===== src/rtl/pipe_mux_tree_pkg.sv =====
// Shared sizing helpers for the pipelined mux tree.
package pipe_mux_tree_pkg;

    localparam int COUNT_W = 16;

    // Number of register stages: one per radix-4 level, the last may be radix-2.
    function automatic int clog4_stages(input int sel_w);
        return (sel_w + 1) / 2;
    endfunction

    // Words left after stage s has resolved its select bits; s = -1 gives the input width.
    function automatic int stage_words(input int sel_w, input int s);
        int consumed;
        consumed = 2 * (s + 1);
        if (consumed > sel_w) consumed = sel_w;
        if (consumed < 0) consumed = 0;
        return 1 << (sel_w - consumed);
    endfunction

endpackage


===== src/rtl/pmux_stage.sv =====
// One tree level: radix-4 or radix-2 word select followed by a valid/ready
// register slice. The full select and tag ride along unchanged.
module pmux_stage
    import pipe_mux_tree_pkg::*;
#(
    parameter int DATA_W   = 32,
    parameter int IN_WORDS = 4,
    parameter int RADIX    = 4,
    parameter int SEL_W    = 2,
    parameter int SEL_LSB  = 0,
    parameter int TAG_W    = 4
) (
    input  logic                                 clk_i,
    input  logic                                 rst_i,
    input  logic                                 up_valid_i,
    output logic                                 up_ready_o,
    input  logic [IN_WORDS*DATA_W-1:0]           up_data_i,
    input  logic [SEL_W-1:0]                     up_sel_i,
    input  logic [TAG_W-1:0]                     up_tag_i,
    output logic                                 dn_valid_o,
    input  logic                                 dn_ready_i,
    output logic [(IN_WORDS/RADIX)*DATA_W-1:0]   dn_data_o,
    output logic [SEL_W-1:0]                     dn_sel_o,
    output logic [TAG_W-1:0]                     dn_tag_o
);

    localparam int OUT_WORDS = IN_WORDS / RADIX;
    localparam int RW        = (RADIX == 4) ? 2 : 1;

    logic                          valid_q;
    logic [OUT_WORDS*DATA_W-1:0]   data_q;
    logic [OUT_WORDS*DATA_W-1:0]   data_d;
    logic [SEL_W-1:0]              sel_q;
    logic [TAG_W-1:0]              tag_q;
    logic [RW-1:0]                 sub;

    // Lower select bits are resolved first, so group j holds words j*RADIX .. j*RADIX+RADIX-1.
    assign sub        = up_sel_i[SEL_LSB +: RW];
    assign up_ready_o = !valid_q || dn_ready_i;

    // Pick one word out of every group of RADIX inputs.
    always_comb begin
        data_d = '0;
        for (int j = 0; j < OUT_WORDS; j++) begin
            data_d[j*DATA_W +: DATA_W] = up_data_i[(j*RADIX + int'(sub))*DATA_W +: DATA_W];
        end
    end

    // Register slice: load whenever ready; an invalid upstream becomes a bubble.
    always_ff @(posedge clk_i) begin
        if (rst_i) begin
            valid_q <= 1'b0;
            data_q  <= '0;
            sel_q   <= '0;
            tag_q   <= '0;
        end else if (up_ready_o) begin
            valid_q <= up_valid_i;
            if (up_valid_i) begin
                data_q <= data_d;
                sel_q  <= up_sel_i;
                tag_q  <= up_tag_i;
            end
        end
    end

    assign dn_valid_o = valid_q;
    assign dn_data_o  = data_q;
    assign dn_sel_o   = sel_q;
    assign dn_tag_o   = tag_q;

endmodule


===== src/rtl/pipe_mux_tree.sv =====
// Pipelined N:1 word mux built from chained pmux_stage levels, plus an
// output-transfer counter.
module pipe_mux_tree
    import pipe_mux_tree_pkg::*;
#(
    parameter int DATA_W = 32,
    parameter int SEL_W  = 5,
    parameter int TAG_W  = 4
) (
    input  logic                         clk_i,
    input  logic                         rst_i,
    input  logic                         in_valid_i,
    output logic                         in_ready_o,
    input  logic [SEL_W-1:0]             sel_i,
    input  logic [(1<<SEL_W)*DATA_W-1:0] data_i,
    input  logic [TAG_W-1:0]             tag_i,
    output logic                         out_valid_o,
    input  logic                         out_ready_i,
    output logic [DATA_W-1:0]            data_o,
    output logic [SEL_W-1:0]             sel_o,
    output logic [TAG_W-1:0]             tag_o,
    output logic [COUNT_W-1:0]           count_o
);

    localparam int L = clog4_stages(SEL_W);

    logic [COUNT_W-1:0] cnt_q;
    logic [COUNT_W-1:0] cnt_d;

    genvar s;
    generate
        for (s = 0; s < L; s++) begin : g_st
            localparam int IW = stage_words(SEL_W, s - 1);
            localparam int OW = stage_words(SEL_W, s);

            logic                 up_v;
            logic                 up_r;
            logic [IW*DATA_W-1:0] up_d;
            logic [SEL_W-1:0]     up_s;
            logic [TAG_W-1:0]     up_t;
            logic                 dn_v;
            logic                 dn_r;
            logic [OW*DATA_W-1:0] dn_d;
            logic [SEL_W-1:0]     dn_s;
            logic [TAG_W-1:0]     dn_t;

            if (s == 0) begin : g_first
                assign up_v = in_valid_i;
                assign up_d = data_i;
                assign up_s = sel_i;
                assign up_t = tag_i;
            end else begin : g_chain
                assign up_v = g_st[s-1].dn_v;
                assign up_d = g_st[s-1].dn_d;
                assign up_s = g_st[s-1].dn_s;
                assign up_t = g_st[s-1].dn_t;
            end

            if (s == L - 1) begin : g_last
                assign dn_r = out_ready_i;
            end else begin : g_inner
                assign dn_r = g_st[s+1].up_r;
            end

            pmux_stage #(
                .DATA_W   (DATA_W),
                .IN_WORDS (IW),
                .RADIX    (IW / OW),
                .SEL_W    (SEL_W),
                .SEL_LSB  (2 * s),
                .TAG_W    (TAG_W)
            ) u_stage (
                .clk_i      (clk_i),
                .rst_i      (rst_i),
                .up_valid_i (up_v),
                .up_ready_o (up_r),
                .up_data_i  (up_d),
                .up_sel_i   (up_s),
                .up_tag_i   (up_t),
                .dn_valid_o (dn_v),
                .dn_ready_i (dn_r),
                .dn_data_o  (dn_d),
                .dn_sel_o   (dn_s),
                .dn_tag_o   (dn_t)
            );
        end
    endgenerate

    assign in_ready_o  = g_st[0].up_r;
    assign out_valid_o = g_st[L-1].dn_v;
    assign data_o      = g_st[L-1].dn_d;
    assign sel_o       = g_st[L-1].dn_s;
    assign tag_o       = g_st[L-1].dn_t;

    // Next count: bump on every accepted output beat, wrapping naturally.
    always_comb begin
        cnt_d = cnt_q;
        if (out_valid_o && out_ready_i) cnt_d = cnt_q + 1'b1;
    end

    // Transfer counter register.
    always_ff @(posedge clk_i) begin
        if (rst_i) cnt_q <= '0;
        else       cnt_q <= cnt_d;
    end

    assign count_o = cnt_q;

endmodule

===== config.mk =====
export PLATFORM = sky130hd
export DESIGN_NAME = pipe_mux_tree
export DESIGN_NICKNAME = d
export VERILOG_FILES = /design/src/rtl/pipe_mux_tree_pkg.sv /design/src/rtl/pmux_stage.sv /design/src/rtl/pipe_mux_tree.sv
export SDC_FILE = /design/constraint.sdc
export NUM_CORES = 1
export LEC_CHECK = 0
export BUFFER_PORTS_ARGS = -buffer_cell sky130_fd_sc_hd__buf_2
export CORE_AREA = 2 2 425 427
export DETAILED_ROUTE_END_ITERATION = 10
export DIE_AREA = 0 0 427 429
export GPL_ROUTABILITY_DRIVEN = 0
export PLACE_DENSITY_LB_ADDON = 0.08
export SLEW_MARGIN = 20
export SYNTH_ARGS = -nofsm -noshare
export SYNTH_HDL_FRONTEND = slang
export SYNTH_SLANG_ARGS = --single-unit

===== constraint.sdc =====
create_clock -name clk_i -period 1.88 [get_ports clk_i]
set_input_delay 0.094 -clock clk_i [delete_from_list [all_inputs] [get_ports clk_i]]
set_output_delay 0.094 -clock clk_i [all_outputs]
set_load 0.02 [all_outputs]

Yosys cells after proc, flatten, opt, wreduce, memory -nomap -nowiden
Index checks and enable logic that the tools add are counted.
{ "word_totals": {"ff_bits": 398, "output_inout_bits": 59, "inputBits": 1037} }
{ "classes": {"shifts": 11, "n_reduce_logical": 10, "add_sub_neg": 9} }
{ "ops": {"columns": ["op", "count"], "rows": [
  ["1024-bit by 32-bit indexed part select with 32-bit output", 7],
  ["1024-bit by 8-bit indexed part select with 32-bit output", 1],
  ["256-bit by 32-bit indexed part select with 32-bit output", 1],
  ["256-bit by 8-bit indexed part select with 32-bit output", 1],
  ["64-bit by 7-bit indexed part select with 32-bit output", 1],
  ["5-bit by 2-bit adder with 6-bit output, first input constant", 4],
  ["16-bit by 1-bit adder with 16-bit output, second input constant", 1],
  ["4-bit by 2-bit adder with 5-bit output, first input constant", 2],
  ["3-bit by 2-bit adder with 4-bit output, first input constant", 2],
  ["2-bit AND reduction", 3],
  ["1-bit zero test", 3],
  ["1-bit logical OR", 3],
  ["1-bit logical AND", 1]
]} }

Longest topological paths before layout
{ "logic_depth": {"ltp_word": 5, "ltp_mapped": 7, "ltp_nobuf": 5} }

Hierarchy
A second synthesis with hierarchy kept.
{ "hier_totals": {"hier_cells": 1435, "area_unflattened_um2": 20876.3} }
{ "modules_own_cells": {"columns": ["mod", "area_per_inst_um2", "seq_area_each_um2", "cells_per_inst", "instances"], "rows": [
  ["pmux_stage at g_st[0].u_stage", 14254.9, 5325.1, 930, 1],
  ["pmux_stage at g_st[1].u_stage", 3849.9, 1481.4, 266, 1],
  ["pmux_stage at g_st[2].u_stage", 2035.7, 840.8, 153, 1],
  ["pipe_mux_tree", 735.7, 320.3, 86, 1]
]} }

Worst setup path before layout
Ideal clock, no wire load.
{ "synth_timing": {"path_kind": "reg-to-reg", "start": "reg g_st[2].u_stage.valid_q", "end": "reg g_st[0].u_stage.data_q[205]", "setup_slack_ps": 84, "arrival_ps": 1664, "path_buffers": 3, "stages_incl_launch_ff": 8, "cell_sequence": "dfxtp_1 nand4b_1 and2_1 buf_2 buf_6 buf_2 nand2_1 a21oi_1"} }
{ "synth_between": {"elab_chain_cells": 5} }
{ "synth_lines": {"columns": ["item", "line_no", "source"], "rows": [
  ["from (decl)", "pmux_stage.sv:30", "logic valid_q;"],
  ["from (signal assigned)", "pmux_stage.sv:57", "valid_q <= up_valid_i;"],
  ["1-bit zero test", "pmux_stage.sv:39", "assign up_ready_o = !valid_q || dn_ready_i;"],
  ["1-bit logical OR (3 in a row)", "pmux_stage.sv:39", null],
  ["net in_ready_o", "pipe_mux_tree.sv:13", "output logic in_ready_o,"],
  ["2-bit AND reduction (no line)", null, null],
  ["to (signal assigned)", "pmux_stage.sv:59", "data_q <= data_d;"],
  ["to (decl)", "pmux_stage.sv:31", "logic [OUT_WORDS*DATA_W-1:0] data_q;"]
]} }
The timed path passes the listed nets, and every way through them passes these cells.
A chain may end at the register's enable or synchronous reset.

Worst setup path in the final report
{ "layout_timing": {"start": "reg g_st[0].u_stage.sel_q[2]", "end": "reg g_st[1].u_stage.data_q[61]"} }
{ "layout_between": {"elab_chain_cells": 2} }
{ "layout_lines": {"columns": ["item", "line_no", "source"], "rows": [
  ["from (decl)", "pmux_stage.sv:33", "logic [SEL_W-1:0] sel_q;"],
  ["from (signal assigned)", "pmux_stage.sv:60", "sel_q <= up_sel_i;"],
  ["3-bit by 2-bit adder with 4-bit output", "pmux_stage.sv:45", "data_d[j*DATA_W +: DATA_W] = up_data_i[(j*RADIX + int'(sub))*DATA_W +: DATA_W];"],
  ["256-bit by 32-bit indexed part select with 32-bit output", "pmux_stage.sv:45", null],
  ["to (signal assigned)", "pmux_stage.sv:59", null],
  ["to (decl)", "pmux_stage.sv:31", null]
]} }
Every way passes these cells.

==> impl_metrics.yaml <==
logic_synthesis:
  ys_seq_elements: 398
  avgSynthCellArea_um2: 10.20
  yosysMostFrequentCell: "nand2_1"
  seq_area_frac_synth: 0.3658
  yosysWarnings: 0
  synthCells: 2135
  ys_async_sr_fraction: 0
  synth.area.top_cells: "dfxtp_1 37%, mux4_2 33%, nand2_1 12%, a21oi_1 8.1%, buf_2 1.9%"
  syn_nets: 3173
  synthFlopType: "dfxtp_1"
  synth_area_mm2: 0.02178
  synth_top_area_frac: 0.3658
  synth_largest_area_cell: "dfxtp_1"
  synthTopCellsByCount: "703 x nand2_1, 398 x dfxtp_1, 354 x a21oi_1"
  synth_edf_count: 0
  synthDistinctLibCells: 39
global_route:
  gr-total-overflow: 0
  grt.busiest_layer: "met2"
  use_met1: 0.1916
  grt_pass1_vias: 25150
  use_met2: 0.2452
  grtUsageMet3: 0.03383
  grt_usage: 0.1469
  grt_pass1_wl_um: 192200
  antenna_found_initial: 63
  grt_max_degree: 75
floorplanning:
  die-area_mm2: 0.1832
  rows: 155
  start_util: 0.1223
  fp.dieH_um: 429
  io_pins: 1096
  fp.dieW_um: 427
  core_mm2: 0.1780
worst_hold_path:
  hold_class: "in2reg"
layout:
  fillers: 19930
  fin_cells: 6139
  area_delta_synth_final_pct: 73.11
  nNetsFinal: 4762
  drive_above_1_share: 0.4411
  final_area_mm2: 0.03771
  fin_util: 0.2118
sta:
  drv_slew: 0
  finalCritPeriodShare: 0.9041
  slew_headroom: 0.5876
  fin_ws_ps: 180.3
  fin_hold_ws_ps: 55.33
  finClkSkew_ps: 21.04
  fmax_mhz: 588.4
  finalSetupViolCount: 0
  finalCriticalPeriod_ps: 1700
  rsz0062_at_grt: "no"
  tightestPinTransition_ps: 617.8
  hold_viol: 0
  tns_ps: 0
drt:
  vias: 23280
  routed_via_density: 3.791
  routed_wl_um: 138600
  final_antenna_net_count: 0
  drtIter0Drc: 1177
  firstDrtPassIters: 4
  drc: 0
  wl_per_cell_um: 22.57
power_and_ir_drop:
  ir_drop_mv: 0.5905
  power_density_mw_per_mm2: 700.3
  finalPower_mw: 26.41
  p_leak_nw: 15.18
clock_network:
  insertion_delay_ps: 640
  cts_max_level: 2
  cts-root-buf: "clkbuf_16"
  cts_tree: "yes"
  postCtsResizedCells: 0
  cts_inserted_buffers: 55
  clk_pin_slew_worst_paths_ps: 60
  cts_buffer_depth: 3
  clock_sinks: 398
worst_setup_path:
  crit_type: "reg2reg"
  worstPathMaxFanout: 21
  end_kind: "register"
  cp.required_ps: 2380
  r2r_slack_ps: 180
  start_kind: "register"
  cp.arrival_ps: 2200
place:
  dp_cells: 5526
  dpl-instance-area_mm2: 0.03082
  post-place-ws_ps: 139.8
  port_buffers: 1095
  hpwl_um: 114500
flow_run:
  maxCapViolCount: 0
run_status:
  status: "complete, no violations"
-- final cells by class --
cell class	instances	area [µm²]	share of cell area
clock inverter	16	186.4	0.004944
multi-input combinational	1531	12730	0.3376
clock buffer	85	1702	0.04513
antenna	16	40.04	0.001062
tap	2355	2947	0.07814
timing repair buffer	1735	12120	0.3213
sequential	398	7976	0.2115
inverter	3	11.26	0.0002986
-- where the power goes --
part,internal (mW),total (mW),switching (mW)
combinational,3.48,5.95,2.47
sequential,8.92,9.31,0.393
clock,6.72,11.1,4.43
total,19.1,26.4,7.29
-- critical path: stages (launching register included) --
cell and delay, ps:
dfxtp_4 370, buf_12 230, buf_4 220, mux4_2 560
nand2_1 100, a21oi_1 60
-- per-layer routing --
layer  wire length (µm)  share of wire
met5                179         0.0013
met4               2780          0.020
met3               8579          0.062
met2              66460           0.48
met1              60580           0.44
-- state kept, by name, summed over array words and instances (netlist names) --
signal / count
g_st.u_stage.dn_data_o: 352
count_o: 16
g_st.u_stage.dn_sel_o: 15
g_st.u_stage.dn_tag_o: 12
g_st.u_stage.dn_valid_o: 3
-- path summary, 6_finish.rpt --
check / cells past startpoint / start / end
worst max register to register: 5 / g_st[0].u_stage.dn_sel_o[2]$_SDFFE_PP0P_ / g_st[1].u_stage.dn_data_o[61]$_SDFFE_PP0P_
worst min-delay path: 4 / data_i[411] / g_st[0].u_stage.dn_data_o[123]$_SDFFE_PP0P_
worst min register to register: 2 / g_st[0].u_stage.dn_data_o[109]$_SDFFE_PP0P_ / g_st[0].u_stage.dn_data_o[109]$_SDFFE_PP0P_
worst max-delay path: 5 / g_st[0].u_stage.dn_sel_o[2]$_SDFFE_PP0P_ / g_st[1].u_stage.dn_data_o[61]$_SDFFE_PP0P_
-- cells by family (layout without fill, tap and decap cells) --
family / after synthesis / after routing / share of synthesized area
DFF: 398 / 398 / 0.3658
adders and majority gates: 1 / 1 / 0.0005743
AOI/OAI and AO/OA: 391 / 391 / 0.09397
and+or+nand+nor: 776 / 776 / 0.1383
buffers and inverters: 206 / 1839 / 0.05135
xor gates and xnor gates: 11 / 11 / 0.004423
muxes: 352 / 352 / 0.3456
other: 0 / 16 / 0
-- layout by cell type (no fill, tap or decap), drive strengths merged, types with 2 or more instances in the layout --
cell type and count:
clkinv 11, bufinv 4, a211oi 32, dlygate4sd3 495, diode 16, nand4 5, nor3 2, mux4 320
nor2 46, buf 1240, a21oi 355, nand2 703, dfxtp 398, nand3 5, inv 3, or3 2
clkbuf 85, xor2 7, mux2i 32, o21ai 2, xnor2 4, and4 3
-- what timing repair did --
item,in CTS,in global routing
setup endpoints to repair,0,1
buffers inserted,0,1
endpoints found under the hold margin,277,0
hold buffers,495,0
Note: power is estimated with default switching activity, not from simulation.
